## src/rtl/mc_controlunit.sv

```systemverilog
// ---------------------------------------------------------------------------
// mc_controlunit
// Multicycle control unit for the cpu55 MIPS subset. It steps each
// instruction through IF, ID, EX, MEM and WB, and drives the datapath
// control set for each state. It handles variable-latency memory
// handshakes with an optional timeout, traps undecoded instructions, and
// counts retired instructions.
//
// Ports
//   clk, resetn          clock, asynchronous active-low reset
//   op, func, rs, rt, rd latched IR fields
//   zero, negtive        ALU flags, valid in EX
//   mem_ack              memory completes the request this cycle
//   mem_req, mem_we      memory request / store qualifier
//   ir_we, pc_we         IR latch and PC update strobes
//   pcsource             00 pc+4, 01 branch, 10 jr, 11 jump
//   aluc, immc, sext_i,
//   shift, regwa         ALU and operand-select controls
//   w, h, b, z           access width and zero-extend for loads
//   wrf, wdc             register-file write and writeback source
//   busy, illegal,
//   timeout, retired     status
// ---------------------------------------------------------------------------
module mc_controlunit #(
    parameter int unsigned RW     = 5,
    parameter int unsigned CNT_W  = 32,
    parameter int unsigned MEM_TO = 255
) (
    input  logic             clk,
    input  logic             resetn,
    input  logic [5:0]       op,
    input  logic [5:0]       func,
    input  logic [RW-1:0]    rs,
    input  logic [RW-1:0]    rt,
    input  logic [RW-1:0]    rd,
    input  logic             zero,
    input  logic             negtive,
    input  logic             mem_ack,
    output logic             mem_req,
    output logic             mem_we,
    output logic             ir_we,
    output logic             pc_we,
    output logic [1:0]       pcsource,
    output logic [3:0]       aluc,
    output logic             w,
    output logic             h,
    output logic             b,
    output logic             z,
    output logic             wrf,
    output logic             regwa,
    output logic             immc,
    output logic             sext_i,
    output logic             shift,
    output logic             wdc,
    output logic             busy,
    output logic             illegal,
    output logic             timeout,
    output logic [CNT_W-1:0] retired
);

    typedef enum logic [2:0] {StIf, StId, StEx, StMem, StWb, StHalt} t_state;
    typedef enum logic [2:0] {ClsAlu, ClsJr, ClsBr, ClsJmp, ClsLoad, ClsStore} t_cls;

    localparam int unsigned WW = (MEM_TO > 1) ? $clog2(MEM_TO) : 1;
    localparam logic [WW-1:0] WAIT_LAST = (MEM_TO > 0) ? WW'(MEM_TO - 1) : '0;

    // rs/rd only steer the datapath; the controller never looks at them.
    logic w_unused;
    assign w_unused = ^{rs, rd};

    t_state          r_state, w_state_d;
    logic            r_armed;
    logic [WW-1:0]   r_wait, w_wait_d;
    logic            r_timeout, w_to_set;
    logic [CNT_W-1:0] r_retired;
    logic            w_retire;

    // Decoded fields, captured at the end of ID.
    t_cls            r_cls;
    logic [3:0]      r_aluc;
    logic            r_immc, r_sext, r_shift, r_regwa;
    logic [1:0]      r_brk;           // 0 beq, 1 bne, 2 bltz, 3 bgez
    logic [3:0]      r_size;          // {w, h, b, z}

    // Combinational decode of the live IR fields.
    logic            w_legal;
    t_cls            w_cls;
    logic [3:0]      w_aluc;
    logic            w_immc, w_sext, w_shift, w_regwa;
    logic [1:0]      w_brk;
    logic [3:0]      w_size;

    always_comb begin
        w_legal = 1'b1;
        w_cls   = ClsAlu;
        w_aluc  = 4'h0;
        w_immc  = 1'b0;
        w_sext  = 1'b0;
        w_shift = 1'b0;
        w_regwa = 1'b0;
        w_brk   = 2'd0;
        w_size  = 4'b0000;
        case (op)
            6'h00: begin
                case (func)
                    6'h20, 6'h21: w_aluc = 4'h0;
                    6'h22, 6'h23: w_aluc = 4'h1;
                    6'h24:        w_aluc = 4'h2;
                    6'h25:        w_aluc = 4'h3;
                    6'h26:        w_aluc = 4'h4;
                    6'h27:        w_aluc = 4'h5;
                    6'h2A:        w_aluc = 4'h6;
                    6'h2B:        w_aluc = 4'h7;
                    6'h00: begin w_aluc = 4'h8; w_shift = 1'b1; end
                    6'h02: begin w_aluc = 4'h9; w_shift = 1'b1; end
                    6'h03: begin w_aluc = 4'hA; w_shift = 1'b1; end
                    6'h08:        w_cls   = ClsJr;
                    default:      w_legal = 1'b0;
                endcase
            end
            6'h01: begin
                w_cls  = ClsBr;
                w_aluc = 4'h1;
                if (rt == '0) begin
                    w_brk = 2'd2;
                end else if (rt == RW'(1)) begin
                    w_brk = 2'd3;
                end else begin
                    w_legal = 1'b0;
                end
            end
            6'h02, 6'h03: w_cls = ClsJmp;
            6'h04: begin w_cls = ClsBr; w_aluc = 4'h1; w_brk = 2'd0; end
            6'h05: begin w_cls = ClsBr; w_aluc = 4'h1; w_brk = 2'd1; end
            6'h08, 6'h09: begin w_aluc = 4'h0; w_immc = 1'b1; w_regwa = 1'b1; w_sext = 1'b1; end
            6'h0A: begin w_aluc = 4'h6; w_immc = 1'b1; w_regwa = 1'b1; w_sext = 1'b1; end
            6'h0C: begin w_aluc = 4'h2; w_immc = 1'b1; w_regwa = 1'b1; end
            6'h0D: begin w_aluc = 4'h3; w_immc = 1'b1; w_regwa = 1'b1; end
            6'h0E: begin w_aluc = 4'h4; w_immc = 1'b1; w_regwa = 1'b1; end
            6'h0F: begin w_aluc = 4'hB; w_immc = 1'b1; w_regwa = 1'b1; w_sext = 1'b1; end
            6'h23, 6'h21, 6'h25, 6'h20, 6'h24: begin
                w_cls   = ClsLoad;
                w_immc  = 1'b1;
                w_sext  = 1'b1;
                w_regwa = 1'b1;
                case (op)
                    6'h23:   w_size = 4'b1000;
                    6'h21:   w_size = 4'b0100;
                    6'h25:   w_size = 4'b0101;
                    6'h20:   w_size = 4'b0010;
                    default: w_size = 4'b0011;
                endcase
            end
            6'h2B, 6'h29, 6'h28: begin
                w_cls  = ClsStore;
                w_immc = 1'b1;
                w_sext = 1'b1;
                case (op)
                    6'h2B:   w_size = 4'b1000;
                    6'h29:   w_size = 4'b0100;
                    default: w_size = 4'b0010;
                endcase
            end
            default: w_legal = 1'b0;
        endcase
    end

    always_ff @(posedge clk or negedge resetn) begin
        if (!resetn) begin
            r_cls   <= ClsAlu;
            r_aluc  <= 4'h0;
            r_immc  <= 1'b0;
            r_sext  <= 1'b0;
            r_shift <= 1'b0;
            r_regwa <= 1'b0;
            r_brk   <= 2'd0;
            r_size  <= 4'b0000;
        end else if (r_state == StId && w_legal) begin
            r_cls   <= w_cls;
            r_aluc  <= w_aluc;
            r_immc  <= w_immc;
            r_sext  <= w_sext;
            r_shift <= w_shift;
            r_regwa <= w_regwa;
            r_brk   <= w_brk;
            r_size  <= w_size;
        end
    end

    logic w_taken;
    always_comb begin
        w_taken = 1'b0;
        unique case (r_brk)
            2'd0: w_taken = zero;
            2'd1: w_taken = !zero;
            2'd2: w_taken = negtive;
            2'd3: w_taken = !negtive;
        endcase
    end

    logic w_to_hit;
    assign w_to_hit = (MEM_TO != 0) && (r_wait == WAIT_LAST);

    // Next state and per-state outputs.
    always_comb begin
        w_state_d = r_state;
        w_wait_d  = r_wait;
        w_to_set  = 1'b0;
        w_retire  = 1'b0;
        mem_req   = 1'b0;
        mem_we    = 1'b0;
        ir_we     = 1'b0;
        pc_we     = 1'b0;
        pcsource  = 2'b00;
        aluc      = 4'h0;
        {w, h, b, z} = 4'b0000;
        wrf       = 1'b0;
        regwa     = 1'b0;
        immc      = 1'b0;
        sext_i    = 1'b0;
        shift     = 1'b0;
        wdc       = 1'b0;
        illegal   = 1'b0;

        // Hold ALU/operand controls stable from EX through WB.
        if (r_state == StEx || r_state == StMem || r_state == StWb) begin
            aluc   = r_aluc;
            immc   = r_immc;
            sext_i = r_sext;
            shift  = r_shift;
            regwa  = r_regwa;
        end

        case (r_state)
            StIf: begin
                // The first cycle after reset is an idle IF with no request.
                if (r_armed) begin
                    mem_req = 1'b1;
                    if (mem_ack) begin
                        ir_we     = 1'b1;
                        pc_we     = 1'b1;
                        w_state_d = StId;
                    end else if (w_to_hit) begin
                        w_to_set  = 1'b1;
                        w_state_d = StHalt;
                    end else begin
                        w_wait_d = r_wait + 1'b1;
                    end
                end
            end
            StId: begin
                if (w_legal) begin
                    w_state_d = StEx;
                end else begin
                    illegal   = 1'b1;
                    w_state_d = StIf;
                end
            end
            StEx: begin
                case (r_cls)
                    ClsJr: begin
                        pc_we     = 1'b1;
                        pcsource  = 2'b10;
                        w_retire  = 1'b1;
                        w_state_d = StIf;
                    end
                    ClsBr: begin
                        pc_we     = w_taken;
                        pcsource  = w_taken ? 2'b01 : 2'b00;
                        w_retire  = 1'b1;
                        w_state_d = StIf;
                    end
                    ClsJmp: begin
                        pc_we     = 1'b1;
                        pcsource  = 2'b11;
                        w_retire  = 1'b1;
                        w_state_d = StIf;
                    end
                    ClsLoad, ClsStore: w_state_d = StMem;
                    default:           w_state_d = StWb;
                endcase
            end
            StMem: begin
                mem_req      = 1'b1;
                mem_we       = (r_cls == ClsStore);
                {w, h, b, z} = r_size;
                if (mem_ack) begin
                    if (r_cls == ClsStore) begin
                        w_retire  = 1'b1;
                        w_state_d = StIf;
                    end else begin
                        w_state_d = StWb;
                    end
                end else if (w_to_hit) begin
                    w_to_set  = 1'b1;
                    w_state_d = StHalt;
                end else begin
                    w_wait_d = r_wait + 1'b1;
                end
            end
            StWb: begin
                wrf = 1'b1;
                if (r_cls == ClsLoad) begin
                    wdc          = 1'b1;
                    {w, h, b, z} = r_size;
                end
                w_retire  = 1'b1;
                w_state_d = StIf;
            end
            StHalt: begin
                aluc   = 4'h0;
                immc   = 1'b0;
                sext_i = 1'b0;
                shift  = 1'b0;
                regwa  = 1'b0;
            end
            default: w_state_d = StIf;
        endcase

        // Each new request window starts a fresh wait count.
        if (w_state_d != r_state && (w_state_d == StIf || w_state_d == StMem)) begin
            w_wait_d = '0;
        end
    end

    assign busy    = !(r_state == StIf && !r_armed);
    assign timeout = r_timeout;
    assign retired = r_retired;

    always_ff @(posedge clk or negedge resetn) begin
        if (!resetn) begin
            r_state   <= StIf;
            r_armed   <= 1'b0;
            r_wait    <= '0;
            r_timeout <= 1'b0;
            r_retired <= '0;
        end else begin
            r_state <= w_state_d;
            r_armed <= 1'b1;
            r_wait  <= w_wait_d;
            if (w_to_set) begin
                r_timeout <= 1'b1;
            end
            if (w_retire) begin
                r_retired <= r_retired + 1'b1;
            end
        end
    end

endmodule
```

## config.mk

```make
export PLATFORM = sky130hd
export DESIGN_NAME = mc_controlunit
export DESIGN_NICKNAME = d
export VERILOG_FILES = /design/src/rtl/mc_controlunit.sv
export SDC_FILE = /design/constraint.sdc
export NUM_CORES = 1
export LEC_CHECK = 0
export ABC_AREA = 1
export BUFFER_PORTS_ARGS = -buffer_cell sky130_fd_sc_hd__buf_2
export CORE_MARGIN = 4
export CORE_UTILIZATION = 61
export CTS_BUF_LIST = sky130_fd_sc_hd__clkbuf_4
export DETAILED_ROUTE_END_ITERATION = 6
export PLACE_DENSITY_LB_ADDON = 0.3
export SYNTH_ARGS = -nofsm -noshare
export SYNTH_HDL_FRONTEND = slang
export SYNTH_SLANG_ARGS = --single-unit
```

## constraint.sdc

```tcl
create_clock -name clk -period 3.7 [get_ports clk]
set_input_delay 0.185 -clock clk [delete_from_list [all_inputs] [get_ports clk]]
set_output_delay 0.185 -clock clk [all_outputs]
set_load 0.01 [all_outputs]
```

==> flow_metrics.env, run 1 <==
export IMPL_status="complete, no violations"
export IMPL_hpwl_mm=7.60
export IMPL_diodes=0
export IMPL_vdd_ir_drop_max_mv=0.418
export IMPL_period_minus_slack_ns=2.27
export IMPL_dpl_instance_area_um2=4440
export IMPL_yosys_top_cells_area="dfrtp_1 (39%), nand2_1 (11%), xor2_1 (7.0%)"
export IMPL_rsz0062_at_grt="false"
export IMPL_drive_above_1_share=0.209
export IMPL_worstSetupPathType="flop to output port"
export IMPL_critPathLaunch="r_state[1]"
export IMPL_final_common_cell="nand2_1"
export IMPL_power_w=0.00221
export IMPL_core_um2=6350
export IMPL_maxCapViolCount=0
export IMPL_numPortBuffers=76
export IMPL_drv_slew=0
export IMPL_r2r_start="r_state[1]"
export IMPL_synth_top_family_by_area="simple AND/OR/NAND/NOR gates"
export IMPL_dieArea_um2=7880
export IMPL_drt_wl_total_mm=9.71
export IMPL_grt_pass1_vias=3651
export IMPL_slew_headroom=0.458
export IMPL_ys_async_sr_fraction=1.00
export IMPL_critPathMaxFanout=8
export IMPL_chipWidth_um=88.8
export IMPL_fin_nets=653
export IMPL_synth_area_um2=3980
export IMPL_hold_viol=0
export IMPL_place_gp_congestion=0.942
export IMPL_synth_area_per_cell_um2=7.45
export IMPL_synthAdderAreaFrac=0.00944
export IMPL_die_h_um=88.8
export IMPL_grt_ovfl_total=0
export IMPL_antenna_left=0
export IMPL_grt_max_degree=38
export IMPL_crit_path_top_delay_cell="a21oi_1"
export IMPL_crit_top_cell="nor2_1"
export IMPL_synth_edff_count=0
export IMPL_root_buffer="clkbuf_4"
export IMPL_ctsLongestPathBuffers=2
export IMPL_synthMuxAreaShare=0.0142
export IMPL_setup_viol=0
export IMPL_syn_nets=569
export IMPL_p_per_area_nw_per_um2=481
export IMPL_fin_area_um2=4600
export IMPL_clkSlewWorstSetupHoldPaths_ns=0.10
export IMPL_cts_sinks=62
export IMPL_drt_pass1_iterations=5
export IMPL_synth_seq_cells=62
export IMPL_ys_seq_area_frac=0.390
export IMPL_critPathCaptureType="output port"
export IMPL_synthXorXnorAreaFrac=0.0793
export IMPL_yosys_area_share_simple=0.338
export IMPL_slowest_delay_ns=0.54
export IMPL_hp_class="input port to flop"
export IMPL_yosys_cell_types_count=43
export IMPL_cp_data_required_time_ns=3.51
export IMPL_synth_cells=534
export IMPL_viasPerCell=5.47
export IMPL_p_leak_nw=2.35
export IMPL_crit_chain="nor2_1 > inv_1 > nor2_4 > a21oi_1 > nor2_1 > buf_2"
export IMPL_rows=29
export IMPL_netlist_top_cell_by_area="dfrtp_1"
export IMPL_antenna_found_initial=0
export IMPL_cts_tree="done"
export IMPL_area_delta_synth_final_pct=15.6
export IMPL_routedWlPerCell_um=13.9
export IMPL_regArea_um2=1550
export IMPL_fin_util=0.724
export IMPL_drt_iter0_markers=236
export IMPL_insertion_delay_ns=0.39
export IMPL_htreeDepth=3
export IMPL_grt_pass1_wl_mm=16.6
export IMPL_period_share=0.614
export IMPL_cts_resized=0
export IMPL_cts_buffers=9
export IMPL_max_clock_freq_mhz=440
export IMPL_post_cts_buffers=0
export IMPL_num_fill_cells=515
export IMPL_cp_start_kind="flop"
export IMPL_place_ws_ns=1.66
export IMPL_drc=0
export IMPL_finClkSkew_ns=0.0143
export IMPL_fin_ws_ns=1.43
export IMPL_grt_usage=0.266
export IMPL_synth_compound_area_frac=0.0903
export IMPL_arrival_ns=2.09
export IMPL_multi_input_area_um2=2120
export IMPL_synth_top_area_frac=0.390
export IMPL_vias=3823
export IMPL_synth_ff_type="dfrtp_1"
export IMPL_most_common_layout_cells="nand2_1 (120), buf_2 (76), nor2_1 (69)"
export IMPL_worst_pin_slew_ns=0.813
export IMPL_initial_core_util=0.626
export IMPL_min_from="mem_ack"
export IMPL_ioPinCount=87
export IMPL_ys_warnings_count=0
export IMPL_tns_ns=0
## worst max-delay path, delay by kind of cell (launching register included)
family	cells	cell delay (ns)
buffers and inverters	2	0.33
AO/OA/AOI/OAI	1	0.54
AND/OR/NAND/NOR	3	0.31
flip-flops	1	0.52
## final timing paths
path	depth (start not counted)	slack, ns	endpoint
max	6	1.43	regwa
min	2	0.09	timeout
max reg2reg	12	1.63	retired[15]
min reg2reg	2	0.48	timeout
max in group asynchronous	3	2.43	retired[25]
min in group asynchronous	2	0.41	r_wait[3]
## registers in the layout (all words and copies together) (netlist names)
| signal | cells |
|---|---|
| r_sext | 1 |
| r_aluc | 4 |
| r_wait | 8 |
| r_cls | 3 |
| r_armed | 1 |
| r_brk | 2 |
| r_immc | 1 |
| r_state | 3 |
| retired | 32 |
| timeout | 1 |
| r_size | 4 |
| r_shift | 1 |
| r_regwa | 1 |
## synth_stat cells (3+ instances only)
cell type  number
nor4_1          8
nand2_1       120
o211ai_1        4
xor2_1         32
xnor2_1         4
nand2_4         3
nand3_2         3
inv_2           4
nand4_1        11
mux2_2          5
nor2_4          4
nand3_1        30
dfrtp_1        62
nor3_1         18
nor2_2          5
o21ai_0        35
inv_1          68
nand2_2         3
ha_1            3
a21oi_1        12
nor2_1         69
## kinds of logic (layout without fill, tap and decap cells)
group,after synthesis,in the layout
simple gates,285,285
buf+inv,79,167
compound gates,63,63
flops,62,62
xor+xnor,36,36
mux,5,5
fa+ha+maj,3,3
other cells,1,1
## power by group
part / total (W) / leakage [nW] / switching [W] / internal (W)
Sequential: 0.000910 / 0.822 / 0.000111 / 0.000799
Combinational: 0.000783 / 1.44 / 0.000534 / 0.000249
Clock: 0.000517 / 0.0860 / 0.000241 / 0.000275
Total: 0.00221 / 2.35 / 0.000887 / 0.00132
## through the flow
step,std cells,hold slack [ns]
after floorplan,534,-0.111
after global placement,683,0.303
after detailed placement,683,0.329
after CTS,699,0.0637
after global routing,699,0.0728
final,699,0.0921
## layout make-up
| class | count | area share |
|---|---|---|
| Clock buffer | 10 | 0.0163 |
| Clock inverter | 5 | 0.0163 |
| Inverter | 74 | 0.0615 |
| Multi-Input combinational cell | 393 | 0.461 |
| Sequential cell | 62 | 0.338 |
| Tap cell | 77 | 0.0210 |
| Timing Repair Buffer | 78 | 0.0866 |
## per-layer routing
metal | part of all wire | GRT usage | wire length, µm
met5 | 0 | 0 | 0
met3 | 0.065 | 0.0549 | 629
met1 | 0.44 | 0.348 | 4250
met4 | 0.024 | 0.104 | 229
met2 | 0.47 | 0.433 | 4600
## what timing repair did
item,4_1_cts,5_1_grt
endpoints found under the setup margin,0,0
hold endpoints to repair,35,0
hold buffers,1,0
(Power assumes the default switching activity.)
==> run 2: changes to the inputs <==
--- a/config.mk
+++ b/config.mk
@@ -8,7 +8,7 @@
 export ABC_AREA = 1
 export BUFFER_PORTS_ARGS = -buffer_cell sky130_fd_sc_hd__buf_2
 export CORE_MARGIN = 4
-export CORE_UTILIZATION = 61
+export CORE_UTILIZATION = 57
 export CTS_BUF_LIST = sky130_fd_sc_hd__clkbuf_4
 export DETAILED_ROUTE_END_ITERATION = 6
 export PLACE_DENSITY_LB_ADDON = 0.3
==> constraint.sdc (replaced) <==
create_clock -name clk -period 2.4 [get_ports clk]
set_input_delay 0.12 -clock clk [delete_from_list [all_inputs] [get_ports clk]]
set_output_delay 0.12 -clock clk [all_outputs]
set_load 0.01 [all_outputs]
==> flow_metrics.env, run 2 (synthesis gave the netlist of run 1 again) <==
export IMPL_status="complete, no violations"
export IMPL_grt_usage=0.240
export IMPL_p_comb_frac=0.356
export IMPL_grt_pass1_vias=3695
export IMPL_routedWlPerCell_um=13.3
export IMPL_grt_max_degree=38
export IMPL_hp_class="input port to flop"
export IMPL_cts_sinks=62
export IMPL_swShare=0.402
export IMPL_antenna_found_initial=0
export IMPL_vias=3799
export IMPL_antenna_left=0
export IMPL_root_buffer="clkbuf_4"
export IMPL_drt_pass1_iterations=5
export IMPL_finClkSkew_ns=0.0144
export IMPL_num_fill_cells=589
export IMPL_p_per_area_nw_per_um2=737
export IMPL_period_share=0.866
export IMPL_core_um2=6790
export IMPL_intPower_w=0.00205
export IMPL_arrival_ns=1.96
export IMPL_place_inst=704
export IMPL_critPathLaunch="r_state[1]"
export IMPL_min_from="rt[4]"
export IMPL_tns_ns=0
export IMPL_maxCapViolCount=0
export IMPL_slew_headroom=0.613
export IMPL_area_delta_synth_final_pct=17.3
export IMPL_place_ws_ns=0.478
export IMPL_cts_buffers=9
export IMPL_ioPinCount=87
export IMPL_setup_viol=0
export IMPL_dpl_instance_area_um2=4490
export IMPL_worstSetupPathType="flop to output port"
export IMPL_period_minus_slack_ns=2.08
export IMPL_worst_pin_slew_ns=0.581
export IMPL_fin_ws_ns=0.322
export IMPL_clkSlewWorstSetupHoldPaths_ns=0.12
export IMPL_grt_pass1_wl_mm=16.5
export IMPL_switchingPower_w=0.00138
export IMPL_fin_area_um2=4660
export IMPL_grt_ovfl_total=0
export IMPL_rsz0062_at_grt="false"
export IMPL_final_cells=722
export IMPL_fin_nets=656
export IMPL_r2r_start="r_state[1]"
export IMPL_cp_data_required_time_ns=2.28
export IMPL_multi_input_area_um2=2120
export IMPL_drt_iter0_markers=173
export IMPL_worst_hold_slack_ns=0.0436
export IMPL_ctsLongestPathBuffers=2
export IMPL_cp_start_kind="flop"
export IMPL_critPathMaxFanout=6
export IMPL_final_common_cell="nand2_1"
export IMPL_drv_slew=0
export IMPL_chipWidth_um=91.5
export IMPL_max_clock_freq_mhz=481
export IMPL_power_frac_seq=0.406
export IMPL_largest_reg_flops=32
export IMPL_cts_tree="done"
export IMPL_regArea_um2=1550
export IMPL_vdd_ir_drop_max_mv=0.281
export IMPL_drive_above_1_share=0.211
export IMPL_insertion_delay_ns=0.40
export IMPL_dieArea_um2=8380
export IMPL_clkPwrFrac=0.238
export IMPL_viasPerCell=5.26
export IMPL_p_leak_nw=2.36
export IMPL_most_common_layout_cells="nand2_1 (120), buf_2 (76), nor2_1 (69)"
export IMPL_htreeDepth=3
export IMPL_drc=0
export IMPL_critPathCaptureType="output port"
export IMPL_rows=30
export IMPL_hold_viol=0
export IMPL_diodes=0
export IMPL_numPortBuffers=76
export IMPL_initial_core_util=0.585
export IMPL_place_gp_congestion=0.970
export IMPL_drt_wl_total_mm=9.62
export IMPL_die_h_um=91.5
export IMPL_hpwl_mm=7.50
run 2: metrics by stage:
step / total power [W] / util
after global routing: 0.00368 / 0.687
after detailed placement: 0.00264 / 0.661
after CTS: 0.00346 / 0.687
final: 0.00344 / 0.687
after floorplan: 0.00224 / -
after global placement: 0.00261 / 0.661
run 2: area by class of cell:
type                    count  share of cell area
clock buffers               9              0.0145
clock inverters             7              0.0190
inverters                  74              0.0606
multi-input cells         393               0.454
flip-flops and latches     62               0.333
well taps                  96              0.0258
repair buffers             81              0.0933
run 2: path summary, 6_finish.rpt:
| path | slack, ns | depth (start not counted) | to |
|---|---|---|---|
| setup / recovery | 0.32 | 6 | w |
| hold / removal | 0.04 | 4 | r_brk[1] |
| setup reg to reg | 0.46 | 12 | retired[15] |
| hold reg to reg | 0.51 | 2 | r_shift |
| max in group asynchronous | 1.55 | 3 | r_sext |
| min in group asynchronous | 0.23 | 2 | r_wait[2] |
run 2: power groups by stage:
stage               clock [W]  combinational (W)  sequential [W]
CTS                  0.000832            0.00123         0.00140
floorplan                   0           0.000824         0.00141
global placement            0            0.00120         0.00141
global route         0.000878            0.00138         0.00142
finish               0.000817            0.00122         0.00140
detailed placement          0            0.00122         0.00142
run 2: critical path, stage by stage, from the launching register on:
cell     delay (ns)
dfrtp_1        0.48
nor2_1         0.20
inv_1          0.12
nor4_1         0.32
nor2_1         0.17
nor2_1         0.12
buf_2          0.14
run 2: what timing repair did:
action | CTS | global route
gates resized for setup | 0 | 0
setup buffers | 0 | 0
hold buffers | 2 | 0
hold endpoints to repair | 26 | 0
run 2: layer usage:
metal	vias up	track usage	part of all wire
li1	1909	-	-
met1	1744	0.304	0.44
met2	126	0.402	0.48
met3	20	0.0406	0.056
met4	0	0.103	0.023
met5	-	0	0
